[config.mk]
export PLATFORM = sky130hd
export DESIGN_NAME = sha256_round_engine
export DESIGN_NICKNAME = d
export VERILOG_FILES = /design/src/rtl/sha256_round_engine.sv
export SDC_FILE = /design/constraint.sdc
export NUM_CORES = 2
export LEC_CHECK = 0
export CAP_MARGIN = 0
export CORE_MARGIN = 2
export CORE_UTILIZATION = 45
export DETAILED_ROUTE_END_ITERATION = 8
export PLACE_DENSITY = 0.66
export SLEW_MARGIN = 20
export SYNTH_ARGS = -nofsm -noshare
export SYNTH_HDL_FRONTEND = slang
export SYNTH_SLANG_ARGS = --single-unit
[constraint.sdc]
create_clock -name clk_i -period 7.5 [get_ports clk_i]
set_clock_uncertainty 0.15 [all_clocks]
set_input_delay 1.5 -clock clk_i [delete_from_list [all_inputs] [get_ports clk_i]]
set_output_delay 1.5 -clock clk_i [all_outputs]
set_load 0.02 [all_outputs]
[src/rtl/sha256_round_engine.sv]
// ---------------------------------------------------------------------------
// sha256_round_engine
// SHA-256 compression core. It loads one 512-bit block into the external
// message schedule, runs ROUNDS compression rounds on the W_t words that the
// schedule presents on w0_i, and adds the working variables back into the
// chaining value H0..H7.
//
// Ports
//   clk_i      single clock, all state changes on the rising edge
//   rst_i      synchronous active-high reset
//   start_i    1-cycle request to compress the block on the schedule's input
//   first_i    sampled with start_i: 1 = chain from IV, 0 = chain from H
//   w0_i       W_t from the schedule (its top register word)
//   ld_rgs_o   schedule mux select: 0 = load block, 1 = shift in new W
//   upd_rgs_o  schedule register enable
//   busy_o     high while a block is in progress
//   done_o     1-cycle pulse; digest_o holds the new H
//   digest_o   {H0,...,H7}, H0 in [255:224]
// ---------------------------------------------------------------------------
module sha256_round_engine #(
   parameter int ROUNDS = 64
) (
   input  logic         clk_i,
   input  logic         rst_i,
   input  logic         start_i,
   input  logic         first_i,
   input  logic [31:0]  w0_i,
   output logic         ld_rgs_o,
   output logic         upd_rgs_o,
   output logic         busy_o,
   output logic         done_o,
   output logic [255:0] digest_o
);

   typedef enum logic [1:0] {
      ST_IDLE  = 2'd0,
      ST_ROUND = 2'd1,
      ST_ADD   = 2'd2
   } state_t;

   localparam logic [5:0] T_LAST = 6'(ROUNDS - 1);

   localparam logic [31:0] K_TAB [64] = '{
      32'h428a2f98, 32'h71374491, 32'hb5c0fbcf, 32'he9b5dba5,
      32'h3956c25b, 32'h59f111f1, 32'h923f82a4, 32'hab1c5ed5,
      32'hd807aa98, 32'h12835b01, 32'h243185be, 32'h550c7dc3,
      32'h72be5d74, 32'h80deb1fe, 32'h9bdc06a7, 32'hc19bf174,
      32'he49b69c1, 32'hefbe4786, 32'h0fc19dc6, 32'h240ca1cc,
      32'h2de92c6f, 32'h4a7484aa, 32'h5cb0a9dc, 32'h76f988da,
      32'h983e5152, 32'ha831c66d, 32'hb00327c8, 32'hbf597fc7,
      32'hc6e00bf3, 32'hd5a79147, 32'h06ca6351, 32'h14292967,
      32'h27b70a85, 32'h2e1b2138, 32'h4d2c6dfc, 32'h53380d13,
      32'h650a7354, 32'h766a0abb, 32'h81c2c92e, 32'h92722c85,
      32'ha2bfe8a1, 32'ha81a664b, 32'hc24b8b70, 32'hc76c51a3,
      32'hd192e819, 32'hd6990624, 32'hf40e3585, 32'h106aa070,
      32'h19a4c116, 32'h1e376c08, 32'h2748774c, 32'h34b0bcb5,
      32'h391c0cb3, 32'h4ed8aa4a, 32'h5b9cca4f, 32'h682e6ff3,
      32'h748f82ee, 32'h78a5636f, 32'h84c87814, 32'h8cc70208,
      32'h90befffa, 32'ha4506ceb, 32'hbef9a3f7, 32'hc67178f2
   };

   // Initial hash value word for index 0..7 (H0..H7).
   function automatic logic [31:0] iv_word(input logic [2:0] idx);
      logic [31:0] w;
      case (idx)
         3'd0:    w = 32'h6a09e667;
         3'd1:    w = 32'hbb67ae85;
         3'd2:    w = 32'h3c6ef372;
         3'd3:    w = 32'ha54ff53a;
         3'd4:    w = 32'h510e527f;
         3'd5:    w = 32'h9b05688c;
         3'd6:    w = 32'h1f83d9ab;
         3'd7:    w = 32'h5be0cd19;
         default: w = 32'h00000000;
      endcase
      return w;
   endfunction

   // Round constant ROM, indexed by the 6-bit round number.
   function automatic logic [31:0] k_rom(input logic [5:0] idx);
      return K_TAB[idx];
   endfunction

   // Sigma0 on a: ROTR2 ^ ROTR13 ^ ROTR22.
   function automatic logic [31:0] big_s0(input logic [31:0] x);
      return {x[1:0], x[31:2]} ^ {x[12:0], x[31:13]} ^ {x[21:0], x[31:22]};
   endfunction

   // Sigma1 on e: ROTR6 ^ ROTR11 ^ ROTR25.
   function automatic logic [31:0] big_s1(input logic [31:0] x);
      return {x[5:0], x[31:6]} ^ {x[10:0], x[31:11]} ^ {x[24:0], x[31:25]};
   endfunction

   function automatic logic [31:0] ch_f(input logic [31:0] e, input logic [31:0] f,
                                        input logic [31:0] g);
      return (e & f) ^ (~e & g);
   endfunction

   function automatic logic [31:0] maj_f(input logic [31:0] a, input logic [31:0] b,
                                         input logic [31:0] c);
      return (a & b) ^ (a & c) ^ (b & c);
   endfunction

   state_t      state_q, state_d;
   logic [5:0]  t_q, t_d;
   logic        done_q, done_d;
   logic [31:0] hv_q   [8];
   logic [31:0] hv_d   [8];
   // Working variables a..h live at index 0..7.
   logic [31:0] work_q [8];
   logic [31:0] work_d [8];
   logic [31:0] t1_s, t2_s;
   logic        ld_rgs_s, upd_rgs_s;

   // Next-state, datapath and Mealy schedule controls.
   always_comb begin
      state_d   = state_q;
      t_d       = t_q;
      done_d    = 1'b0;
      hv_d      = hv_q;
      work_d    = work_q;
      t1_s      = 32'h00000000;
      t2_s      = 32'h00000000;
      ld_rgs_s  = 1'b1;
      upd_rgs_s = 1'b0;

      case (state_q)
         ST_IDLE: begin
            if (start_i) begin
               // Schedule loads the block on this same edge.
               ld_rgs_s  = 1'b0;
               upd_rgs_s = 1'b1;
               for (int i = 0; i < 8; i++) begin
                  work_d[i] = first_i ? iv_word(3'(i)) : hv_q[i];
                  hv_d[i]   = work_d[i];
               end
               t_d     = 6'd0;
               state_d = ST_ROUND;
            end else begin
               state_d = ST_IDLE;
            end
         end

         ST_ROUND: begin
            t1_s = work_q[7] + big_s1(work_q[4]) + ch_f(work_q[4], work_q[5], work_q[6])
                   + k_rom(t_q) + w0_i;
            t2_s = big_s0(work_q[0]) + maj_f(work_q[0], work_q[1], work_q[2]);
            work_d[7] = work_q[6];
            work_d[6] = work_q[5];
            work_d[5] = work_q[4];
            work_d[4] = work_q[3] + t1_s;
            work_d[3] = work_q[2];
            work_d[2] = work_q[1];
            work_d[1] = work_q[0];
            work_d[0] = t1_s + t2_s;
            // Shift the schedule every round so w0_i tracks W_t.
            ld_rgs_s  = 1'b1;
            upd_rgs_s = 1'b1;
            t_d       = t_q + 6'd1;
            if (t_q == T_LAST) begin
               state_d = ST_ADD;
            end else begin
               state_d = ST_ROUND;
            end
         end

         ST_ADD: begin
            for (int i = 0; i < 8; i++) begin
               hv_d[i] = hv_q[i] + work_q[i];
            end
            done_d  = 1'b1;
            state_d = ST_IDLE;
         end

         default: begin
            state_d = ST_IDLE;
         end
      endcase

      // Reset forces the schedule to hold regardless of state or start.
      if (rst_i) begin
         ld_rgs_s  = 1'b1;
         upd_rgs_s = 1'b0;
      end else begin
         ld_rgs_s  = ld_rgs_s;
         upd_rgs_s = upd_rgs_s;
      end
   end

   // State, counter, chaining value and working variable registers.
   always_ff @(posedge clk_i) begin
      if (rst_i) begin
         state_q <= ST_IDLE;
         t_q     <= 6'd0;
         done_q  <= 1'b0;
         for (int i = 0; i < 8; i++) begin
            hv_q[i]   <= iv_word(3'(i));
            work_q[i] <= 32'h00000000;
         end
      end else begin
         state_q <= state_d;
         t_q     <= t_d;
         done_q  <= done_d;
         for (int i = 0; i < 8; i++) begin
            hv_q[i]   <= hv_d[i];
            work_q[i] <= work_d[i];
         end
      end
   end

   assign ld_rgs_o  = ld_rgs_s;
   assign upd_rgs_o = upd_rgs_s;
   assign busy_o    = (state_q != ST_IDLE);
   assign done_o    = done_q;
   assign digest_o  = {hv_q[0], hv_q[1], hv_q[2], hv_q[3],
                       hv_q[4], hv_q[5], hv_q[6], hv_q[7]};

endmodule
==> results.tsv <==
metric	value	unit
Antenna Nets Post-Route	0	
port bufs	295	
RSZ-0062 raised after global routing	true	
WHS Path Cells	2	
drt total wl	197000	µm
clk_lat worst skew	0.65	ns
final critical-path share of the clock period	101.8	%
DRT iter0 DRCs	5014	
Cell Rows	113	
final setup margin	-0.1342	ns
Async SR Flop Fraction	0	%
Syn-to-layout area delta	23.76	%
Slew Limit Fails	0	
post-route cell area	53470	µm²
layout cells sized above 1	13.55	%
Critical Path Slowest Stage Cell	xnor2_1	
FILL cells	9051	
Clock transition at path regs	0.06	ns
Post-Syn Area	43200	µm²
slew margin rel.	26.62	%
Root Driver	clkbuf_16	
I/O pin cnt	296	
total number of vias	46180	
FF-to-FF path depth	32	
All-Layer GR Usage	38.59	%
total CTS buffers	66	
WP data required	7.85	ns
syn_nets	6132	
cell count after synthesis	5595	
Worst R2R Setup Slack	-0.13	ns
initial antenna violation count	4	
worst hold-check path type	flop to flop	
nets@finish	6649	
status	finished, violations left	
Final Wtd Congestion	1.060	
hold slack	0.3430	ns
Syn Area/Cell	7.721	µm²
Post-synth EDFFs	0	
most frequent CP cell	a21o_1	
CTS Buffer Depth	3	
Crit path arrival time	7.98	ns
placed cell areas	50340	µm²
minimum clock period	7.634	ns
Worst Setup End Kind	flop	
number of global-route vias before repair	43510	
core box area	95010	µm²
Die Span Y	313.8	µm
Least-Margin Pin Slew	1.101	ns
Crit path max-delay family	adder cells	
Setup Slack @ Placement	-1.316	ns
leading cell types in the layout, fill and taps excluded	nor2_1, dfxtp_1, buf_4	
hold_buf cts	0	
number of remaining DRC errors	0	
DR WL/cell	26.52	µm
startpoint type of the worst setup path	flop	
largest net degree at the start of global routing	101	
most common cell after layout, fill and taps aside	nor2_1	
global-route wire length before repair	285600	µm
post-synthesis sequential area ratio	24.14	%
# clock sinks	521	
fmax	131.0	MHz
Final Hold Viols	0	
die area	98500	µm²
Netlist cell types	91	
Critical Path Stages	32	
top_reg_cell synth	dfxtp_1	
Via density	6.218	
CP max stage delay	0.54	ns
starting density of the core	45.47	%
CP Class	flop to flop	
Pre-antenna DRT Iters	6	
Seq cells post-synth	521	
Buffers & Inverters on Critical Path	6	
crit-path max FO	2	
TritonCTS clock tree	done	
DP Wirelength	148100	µm
Synth Warn #	0	
max_cap viols	0	
H-Tree Level Count	3	
failing checks	setup timing	
final setup violating endpoints	5	
die width	313.8	µm
grt total ovfl	0	
==> sequential cells by signal, summed over array words and instances, names as in the netlist <==
name,cells
done_o,1
t_q,6
work_q,256
digest_o,256
state_q,2
==> timing repair <==
item,CTS,global route
pin swaps,82,73
setup buffers,22,9
gates resized for setup,105,73
endpoints found under the setup margin,29,24
gates cloned,0,0
==> cell type report <==
| cell class | count | area, µm² | share of cell area [%] |
|---|---|---|---|
| Antenna cell | 2 | 5.005 | 0.009361 |
| Clock buffer | 88 | 1886 | 3.527 |
| Clock inverter | 29 | 488.0 | 0.9127 |
| Inverter | 414 | 1570 | 2.937 |
| Multi-Input combinational cell | 4324 | 30720 | 57.46 |
| Sequential cell | 521 | 10440 | 19.52 |
| Tap cell | 1265 | 1583 | 2.960 |
| Timing Repair Buffer | 785 | 6774 | 12.67 |
==> synthesized netlist by cell type, types with 14 or more instances <==
cell type | number | share of area (%)
a222oi_1 | 23 | 0.53
dfxtp_1 | 521 | 24
nor3_1 | 268 | 3.1
o22ai_1 | 187 | 2.7
a31oi_1 | 56 | 0.81
inv_1 | 409 | 3.6
o21ai_1 | 52 | 0.60
o21bai_1 | 37 | 0.64
buf_1 | 42 | 0.36
fa_1 | 133 | 6.2
mux2i_1 | 16 | 0.37
o21a_1 | 55 | 0.96
nor4_1 | 14 | 0.20
o31ai_1 | 24 | 0.42
nand4_1 | 20 | 0.29
nand2_1 | 376 | 3.3
a21oi_1 | 473 | 5.5
or3_1 | 44 | 0.64
and3_1 | 27 | 0.39
ha_1 | 368 | 11
a21o_1 | 184 | 3.2
o211ai_1 | 45 | 0.78
mux2_2 | 30 | 0.78
xnor2_1 | 252 | 5.1
nand2b_1 | 58 | 0.84
a211oi_1 | 70 | 1.2
clkbuf_1 | 294 | 2.6
o21ai_0 | 378 | 4.4
nor2b_1 | 46 | 0.67
a22oi_1 | 56 | 0.97
nor2_1 | 541 | 4.7
and2_1 | 16 | 0.23
nand3_1 | 88 | 1.0
xor2_1 | 149 | 3.0
==> stage by stage <==
stage,util (%),TNS [ns],cells
global route,56.27,-4.023,7426
floorplan,-,-0.1932,5595
global placement,52.98,-31.94,7283
detailed placement,52.98,-32.69,7283
finish,56.27,-0.4092,7428
CTS,55.90,-0.1831,7420
==> per-layer routing <==
metal / wire length (µm) / share of wire, % / track usage [%] / vias to the layer above
li1: - / - / - / 20920
met2: 85510 / 43 / 59.63 / 2488
met4: 16520 / 8.4 / 27.12 / 2
met5: 13 / 0.0066 / 0 / -
met1: 77200 / 39 / 48.68 / 22150
met3: 17770 / 9.0 / 7.019 / 618
==> logic make-up after synthesis <==
kind of cell	count (synthesis)	synth area share (%)
and+or+nand+nor	1557	16.39
xor gates and xnor gates	402	8.182
buffers and inverters	750	6.516
DFF	521	24.14
AOI/OAI and AO/OA	1811	26.52
adders and majority gates	504	16.89
muxes	50	1.361
==> worst paths after layout <==
check | from | end
setup reg to reg | work_q[108]$_SDFFE_PP0P_ | work_q[251]$_SDFFE_PP0P_
hold reg to reg | digest_o[218]$_SDFFE_PP0P_ | digest_o[218]$_SDFFE_PP0P_
setup / recovery | work_q[108]$_SDFFE_PP0P_ | work_q[251]$_SDFFE_PP0P_
hold / removal | digest_o[218]$_SDFFE_PP0P_ | digest_o[218]$_SDFFE_PP0P_
==> worst min-delay path: stages (launching register included) <==
cell and delay [ns]:
dfxtp_1 0.34, nand2_1 0.06, o21ai_1 0.05
Power is not shown: default switching activity piles up to over one toggle a cycle in this logic, so the estimate is an artifact.
